## config.mk

```make
export PLATFORM = sky130hd
export DESIGN_NAME = freq_ascii_tx_sequencer
export DESIGN_NICKNAME = d
export VERILOG_FILES = /design/src/rtl/freq_ascii_tx_sequencer.sv
export SDC_FILE = /design/constraint.sdc
export NUM_CORES = 1
export LEC_CHECK = 0
export ABC_CLOCK_PERIOD_IN_PS = 6910
export BUFFER_PORTS_ARGS = -buffer_cell sky130_fd_sc_hd__buf_2
export CAP_MARGIN = 20
export CORE_ASPECT_RATIO = 1.2
export CORE_UTILIZATION = 57
export DETAILED_ROUTE_END_ITERATION = 16
export PLACE_DENSITY = 0.9
export REMOVE_ABC_BUFFERS = 1
export SYNTH_ARGS = -nofsm -noshare
export SYNTH_HDL_FRONTEND = slang
export SYNTH_SLANG_ARGS = --single-unit
```

## constraint.sdc

```tcl
create_clock -name CLK -period 6.91 [get_ports CLK]
set_clock_uncertainty 0.1 [all_clocks]
set_input_delay 0.3455 -clock CLK [delete_from_list [all_inputs] [get_ports CLK]]
set_output_delay 0.3455 -clock CLK [all_outputs]
set_load 0.005 [all_outputs]
```

## src/rtl/freq_ascii_tx_sequencer.sv

```systemverilog
// Streams one measurement (nine ASCII digits D8..D0, then TERM_CHAR0/TERM_CHAR1) to a UART byte port.
// Optional leading-'0' suppression is enabled by defining LEADING_ZERO_SUPPRESS_EN.
module freq_ascii_tx_sequencer #(
    parameter int unsigned SETTLE_CYCLES = 2,
    parameter logic [7:0]  TERM_CHAR0    = 8'h0D,
    parameter logic [7:0]  TERM_CHAR1    = 8'h0A
) (
    input  logic        CLK,
    input  logic        RST,
    input  logic        start,
    input  logic [71:0] Data_in,
    input  logic        tx_ready,
    output logic [7:0]  tx_data,
    output logic        tx_valid,
    output logic        busy,
    output logic        done,
    output logic        overrun
);

    typedef enum logic [2:0] {
        S_IDLE   = 3'd0,
        S_SETTLE = 3'd1,
        S_LOAD   = 3'd2,
        S_SEND   = 3'd3,
        S_DONE   = 3'd4
    } state_t;

    typedef enum logic [1:0] {
        PH_DIG = 2'd0,
        PH_T0  = 2'd1,
        PH_T1  = 2'd2,
        PH_END = 2'd3
    } phase_t;

    localparam logic [3:0] SETTLE_LAST = 4'(SETTLE_CYCLES - 1);

    state_t      r_state;
    state_t      w_state_nxt;
    phase_t      r_phase;
    phase_t      w_phase_nxt;
    phase_t      w_phase;
    logic [3:0]  r_cnt;
    logic [3:0]  w_cnt_nxt;
    logic [3:0]  r_idx;
    logic [3:0]  w_idx_nxt;
    logic [3:0]  w_idx;
    logic [71:0] r_shift;
    logic [71:0] w_shift_nxt;
    logic [71:0] w_src;
    logic [7:0]  w_data_nxt;
    logic        w_valid_nxt;
    logic        w_overrun_nxt;
    logic        w_slot_free;
    logic        w_skip;

    // In LOAD the converter bus is used directly so D8 can be offered in the same cycle it is captured.
    assign w_src       = (r_state == S_LOAD) ? Data_in : r_shift;
    assign w_idx       = (r_state == S_LOAD) ? 4'd8 : r_idx;
    assign w_phase     = (r_state == S_LOAD) ? PH_DIG : r_phase;
    assign w_slot_free = !tx_valid || tx_ready;
    assign w_overrun_nxt = (start && (r_state != S_IDLE)) ? 1'b1 :
                           (start ? 1'b0 : overrun);

`ifdef LEADING_ZERO_SUPPRESS_EN
    logic r_lead;
    logic w_lead_nxt;
    logic w_lead;

    assign w_lead = (r_state == S_LOAD) ? 1'b1 : r_lead;
    assign w_skip = w_lead && (w_src[71:64] == 8'h30) && (w_idx != 4'd0);

    // Leading-zero flag register
    always_ff @(posedge CLK or posedge RST) begin
        if (RST) begin
            r_lead <= 1'b0;
        end else begin
            r_lead <= w_lead_nxt;
        end
    end
`else
    assign w_skip = 1'b0;
`endif

    // State register
    always_ff @(posedge CLK or posedge RST) begin
        if (RST) begin
            r_state <= S_IDLE;
        end else begin
            r_state <= w_state_nxt;
        end
    end

    // Next-state and next-datapath decode
    always_comb begin
        w_state_nxt = r_state;
        w_cnt_nxt   = r_cnt;
        w_shift_nxt = r_shift;
        w_idx_nxt   = w_idx;
        w_phase_nxt = w_phase;
        w_data_nxt  = tx_data;
        w_valid_nxt = tx_valid;
`ifdef LEADING_ZERO_SUPPRESS_EN
        w_lead_nxt  = w_lead;
`endif
        case (r_state)
            S_IDLE: begin
                if (start) begin
                    w_state_nxt = S_SETTLE;
                    w_cnt_nxt   = 4'd0;
                end else begin
                    w_state_nxt = S_IDLE;
                end
            end
            S_SETTLE: begin
                if (r_cnt == SETTLE_LAST) begin
                    w_state_nxt = S_LOAD;
                end else begin
                    w_cnt_nxt = r_cnt + 4'd1;
                end
            end
            S_LOAD, S_SEND: begin
                w_state_nxt = S_SEND;
                if (w_slot_free) begin
                    case (w_phase)
                        PH_DIG: begin
                            w_shift_nxt = {w_src[63:0], 8'h00};
                            if (w_skip) begin
                                w_valid_nxt = 1'b0;
                                w_idx_nxt   = w_idx - 4'd1;
                            end else begin
                                w_data_nxt  = w_src[71:64];
                                w_valid_nxt = 1'b1;
`ifdef LEADING_ZERO_SUPPRESS_EN
                                w_lead_nxt  = 1'b0;
`endif
                                if (w_idx == 4'd0) begin
                                    w_phase_nxt = PH_T0;
                                end else begin
                                    w_idx_nxt = w_idx - 4'd1;
                                end
                            end
                        end
                        PH_T0: begin
                            w_data_nxt  = TERM_CHAR0;
                            w_valid_nxt = 1'b1;
                            w_phase_nxt = PH_T1;
                        end
                        PH_T1: begin
                            w_data_nxt  = TERM_CHAR1;
                            w_valid_nxt = 1'b1;
                            w_phase_nxt = PH_END;
                        end
                        default: begin
                            // TERM_CHAR1 has just been accepted
                            w_valid_nxt = 1'b0;
                            w_state_nxt = S_DONE;
                        end
                    endcase
                end else begin
                    w_state_nxt = S_SEND;
                end
            end
            S_DONE: begin
                w_state_nxt = S_IDLE;
            end
            default: begin
                w_state_nxt = S_IDLE;
            end
        endcase
    end

    // Datapath and registered outputs
    always_ff @(posedge CLK or posedge RST) begin
        if (RST) begin
            r_cnt    <= 4'd0;
            r_idx    <= 4'd0;
            r_phase  <= PH_DIG;
            r_shift  <= 72'h0;
            tx_data  <= 8'h00;
            tx_valid <= 1'b0;
            busy     <= 1'b0;
            done     <= 1'b0;
            overrun  <= 1'b0;
        end else begin
            r_cnt    <= w_cnt_nxt;
            r_idx    <= w_idx_nxt;
            r_phase  <= w_phase_nxt;
            r_shift  <= w_shift_nxt;
            tx_data  <= w_data_nxt;
            tx_valid <= w_valid_nxt;
            busy     <= (w_state_nxt != S_IDLE);
            done     <= (w_state_nxt == S_DONE);
            overrun  <= w_overrun_nxt;
        end
    end

endmodule

```

## Word-level counts from Yosys, hierarchy flattened

Cells that the tools add are included.

- Muxes and demuxes: 23
- Eq/ne operators: 9
- Reduce and logical (&&, ||, !) cells: 17
- Add/sub/neg operators: 2

Operators with widths:

| operator | number |
|---|---|
| $mux 72 | 1 |
| $mux 4 | 7 |
| $pmux 8 s3 | 1 |
| $mux 3 | 3 |
| $pmux 3 s3 | 1 |
| $reduce_and 3->1 | 3 |
| $reduce_bool 3->1 | 3 |
| $mux 2 | 4 |
| $pmux 4 s2 | 1 |
| $eq 3x2->1 const B | 2 |
| $pmux 2 s3 | 1 |
| $add 4x1->4 const B | 1 |
| $eq 4x1->1 const B | 1 |
| $logic_not 4->1 | 1 |
| $mux 1 | 4 |
| $ne 2x2->1 const B | 2 |
| $reduce_bool 2->1 | 2 |
| $sub 4x1->4 const B | 1 |
| $eq 3x1->1 const B | 1 |
| $eq 3x3->1 const B | 1 |
| $logic_not 3->1 | 1 |
| $reduce_or 3->1 | 1 |
| $eq 2x1->1 const B | 1 |
| $eq 2x2->1 const B | 1 |
| 6 further kinds | 6 |

- Register bits after elaboration: 89
- Word-level logic and storage cells: 61
- Bits of input ports: 76
- Output and inout bits: 12

## Longest topological paths before layout

- Depth after elaboration: 8
- Mapped depth: 10
- Mapped depth without buffers: 7

## Worst setup path before layout

Ideal clock, no wire load.

- Kind: register to register
- From: register r_state[0]
- To: register tx_data[0]
- Library setup time: 0.125 ns
- Slack: 4.407 ns
- Period minus slack after synthesis: 2.503 ns
- Buffers on the path: 3
- Data arrival time: 2.278 ns
- Stages on the path, launching flop included: 11
- Required time: 6.685 ns
- Cell sequence: dfrtp_1 > buf_2 > or3b_1 > clkbuf_1 > nand2_1 > inv_1 > ha_1 > or3_1 > clkbuf_1 > a21oi_1 > a21oi_1

- Longest elaborated chain between the ends: 5
- Elaborated cells on any way between the ends: 11
- Classes of those cells: 4 x eq/ne; 3 x mux; 4 x reduce/logical

Ends and longest elaborated chain:

| what | RTL line | text |
|---|---|---|
| from (decl) | 37 | `state_t r_state;` |
| from (signal assigned) | 89 | `r_state <= w_state_nxt;` |
| $eq 3x2->1 | 57, 59, 105 |  |
| $mux 2 | 59 | `assign w_phase = (r_state == S_LOAD) ? PH_DIG : r_phase;` |
| $eq 2x2->1, or another cell as far along | 124 | `case (w_phase)` |
| $reduce_bool 3->1 (no source line) | - |  |
| $reduce_and 3->1 (no source line) | - |  |
| to (signal assigned) | 189 | `tx_data <= w_data_nxt;` |
| to (decl) | 13 | `output logic [7:0] tx_data,` |

Several ways; a longest one is shown, not always the timed one.
A chain may end at the register's enable or synchronous reset.

## Final worst setup path

- From: register r_state[0]
- To: register tx_data[2]

The elaborated chain is that of the path after synthesis.

==> results.md <==
* Max cap viols at 0
* Hold Path Class: primary input to register
* Crit path launch type: register
* R2r startpoint: r_state[0]$_DFF_PP0_
* Fin. Hold Viols at 0
* Initial Util at 0.588
* Worst slew margin at 0.295
* Setup tns final at 0 ns
* Vert. Die Dim at 94.1 um
* Final setup viols at 0
* Die footprint at 7410 um2
* First-pass GRT wire length at 14.2 mm
* Commonest cells post-synth: dfrtp_1 (89), nand2_1 (86), o22ai_1 (56)
* Crit path DAT at 3.11 ns
* Final Max Tran Viols at 0
* Post-synth top area cell: dfrtp_1
* # rows at 33
* CTS clk-pin slew, worst paths at 0.09 ns
* Area delta synth->final at 18.9%
* IO Port Bufs at 87
* Die span in x at 78.8 um
* Layout Nets at 582
* Most numerous cell in the Yosys netlist: dfrtp_1
* Register-to-register setup slack at 3.99 ns
* Worst Path Required at 7.09 ns
* Number of global-route vias before repair at 3108
* Endpoint class of the critical path: register
* Post-Route WL at 8.53 mm
* Total number of vias at 3328
* H-tree levels at 3
* DRC Markers at 0
* Worst Reg2Reg Path Length in Cells at 6
* Async set-reset flop share out of synthesis at 1.00
* Ys Warns at 0
* Vias per Instance at 5.64
* Layout cells sized above 1 at 0.231
* Worst slew pin tran at 1.06 ns
* Post-CTS resize count at 0
* Synth area leaders: dfrtp_1 (55%), o22ai_1 (8.7%), nand2_1 (8.0%)
* Syn avg cell area at 9.51 um2
* Core area at 6850 um2
* Largest net degree at the start of global routing at 132
* Yosys cell types at 36
* Fin worst setup slack at 3.99 ns
* Routed len/inst at 14.5 um
* Fmax at 342 MHz
* Max rail drop VDD at 299 uV
* RR Endpoint: tx_data[2]$_DFFE_PP0P_
* Worst slack at placement at 4.01 ns
* Top-area cell type share of the netlist area at 0.552
* EDFF count, synth at 0
* Final antenna-violating net count at 0
* CP Launch Point: r_state[0]$_DFF_PP0_
* Post-synthesis sequential area ratio at 0.552
* Tot GR Track Use at 0.248
* DR pass1 iterations at 4
* Clock Path Buffers at 2
* GPL Wtd Cong at 0.840
* Ant diodes at 0
* Post-Syn Instances at 424
* CTS tree: yes
* Leakage at 2.25 nW
* Status: finished, final reports clean
* GRT overflow at 0
* Syn Std Cell Area at 4030 um2
* Critical path class: register to register
* Later-pin clock latency in the skew report at 0.36 ns
* CP endpoint: tx_data[2]$_DFFE_PP0P_
* IO Count at 88
* Pwr/cell area at 443 nW/um2
* Root Driver: clkbuf_8
* Worst Path Max Fanout at 71
* Initial antenna violation count at 0
* Prevailing post-synth register cell: dfrtp_1
* Yosys reg bits at 89
* Initial DRC Count at 296
* Ratio of final minimum period to clock period at 0.423
* CTS buffer count at 9
* Minimum clock period at 2.92 ns
* RSZ-0062 raised after global routing: false
* Clock sinks at 89
* Post-DP HPWL at 5.56 mm
-- cell usage in the layout, fill, tap and decap left out, types with 2 or more instances in the layout --
cell	n
o21ai_0	44
nand2_1	86
clkinv_2	2
o22ai_1	56
mux2i_1	7
bufinv_16	3
o211ai_1	2
buf_4	4
nor3_1	2
or3_1	2
dfrtp_1	88
nand3_1	3
o21ai_1	31
clkbuf_8	10
a21oi_1	7
ha_1	8
nand2b_1	13
nor3b_1	3
inv_1	5
nor2_1	12
nor2b_1	2
and3_1	3
a21o_1	3
buf_16	2
buf_2	87
nand4_1	2
-- where the power goes --
group | leakage (nW) | internal [W] | switching, W
combinational | 0.977 | 0.000339 | 0.000520
clock | 0.127 | 0.000251 | 0.000185
sequential | 1.14 | 0.000716 | 0.000113
-- layer usage --
metal  GRT usage  vias to the layer above  wire length (um)  share of wire
met3      0.0583                       18               396          0.046
met2       0.404                       92              4240           0.50
met1       0.323                     1572              3700           0.43
met4      0.0910                        0               200          0.023
li1            -                     1646                 -              -
met5           0                        -                 0              0
-- registers in the layout, indices dropped and copies added (netlist names) --
| name | count |
|---|---|
| r_shift | 64 |
| busy | 1 |
| done | 1 |
| r_cnt | 4 |
| tx_data | 8 |
| r_phase | 2 |
| r_idx | 4 |
| overrun | 1 |
| r_state | 3 |
| tx_valid | 1 |
-- cells by family (layout without fill, tap and decap cells) --
logic type      count (synthesis)  in the layout  share of synthesized area
compound gates                146            146                      0.205
simple gates                  136            136                      0.157
flops                          89             89                      0.552
buf+inv                        37            116                     0.0416
fa+ha+maj                       8              8                     0.0248
mux                             7              7                     0.0174
xor+xnor                        1              1                    0.00217
-- per-stage QoR --
step                      cell area, um2  power (W)  instances   util  hold WS (ns)
after global routing                4790    0.00229        590  0.699         0.133
after floorplan                     3890    0.00143        393      -         0.349
after detailed placement            4480    0.00167        571  0.653         0.371
final                               4790    0.00212        590  0.699         0.128
after global placement              4480    0.00161        571  0.653         0.360
after CTS                           4730    0.00211        587  0.690         0.124
-- worst max-delay path, stage by stage (launching register included) --
cell and delay (ns):
dfrtp_2 0.40, buf_4 0.33, nor3b_4 0.95, buf_4 0.55, nand2_1 0.13, a21o_1 0.18, a21oi_1 0.13
-- what timing repair did --
action	in CTS	in global routing
setup buffers	0	0
hold buffers	0	1
endpoints found under the hold margin	0	16
-- worst min-delay path by stage --
stage                                 start                       to  slack, ns  cells past startpoint
floorplan           r_shift[65]$_DFFE_PP0P_  r_shift[65]$_DFFE_PP0P_       0.35                      2
global placement     tx_data[7]$_DFFE_PP0P_   tx_data[7]$_DFFE_PP0P_       0.36                      2
detailed placement  r_shift[52]$_DFFE_PP0P_  r_shift[52]$_DFFE_PP0P_       0.37                      2
CTS                              Data_in[1]   r_shift[9]$_DFFE_PP0P_       0.12                      3
global route                     Data_in[6]  r_shift[14]$_DFFE_PP0P_       0.13                      3
finish                           Data_in[1]   r_shift[9]$_DFFE_PP0P_       0.13                      3
-- layout make-up --
type                            count  area, um2
Timing Repair Buffer               94        531
Multi-Input combinational cell    298       1650
Fill cell                         524       2060
Tap cell                           87        109
Inverter                            6       23.8
Sequential cell                    89       2230
Clock inverter                      6        113
Clock buffer                       10        138
Note: power is estimated with default switching activity, not from simulation.
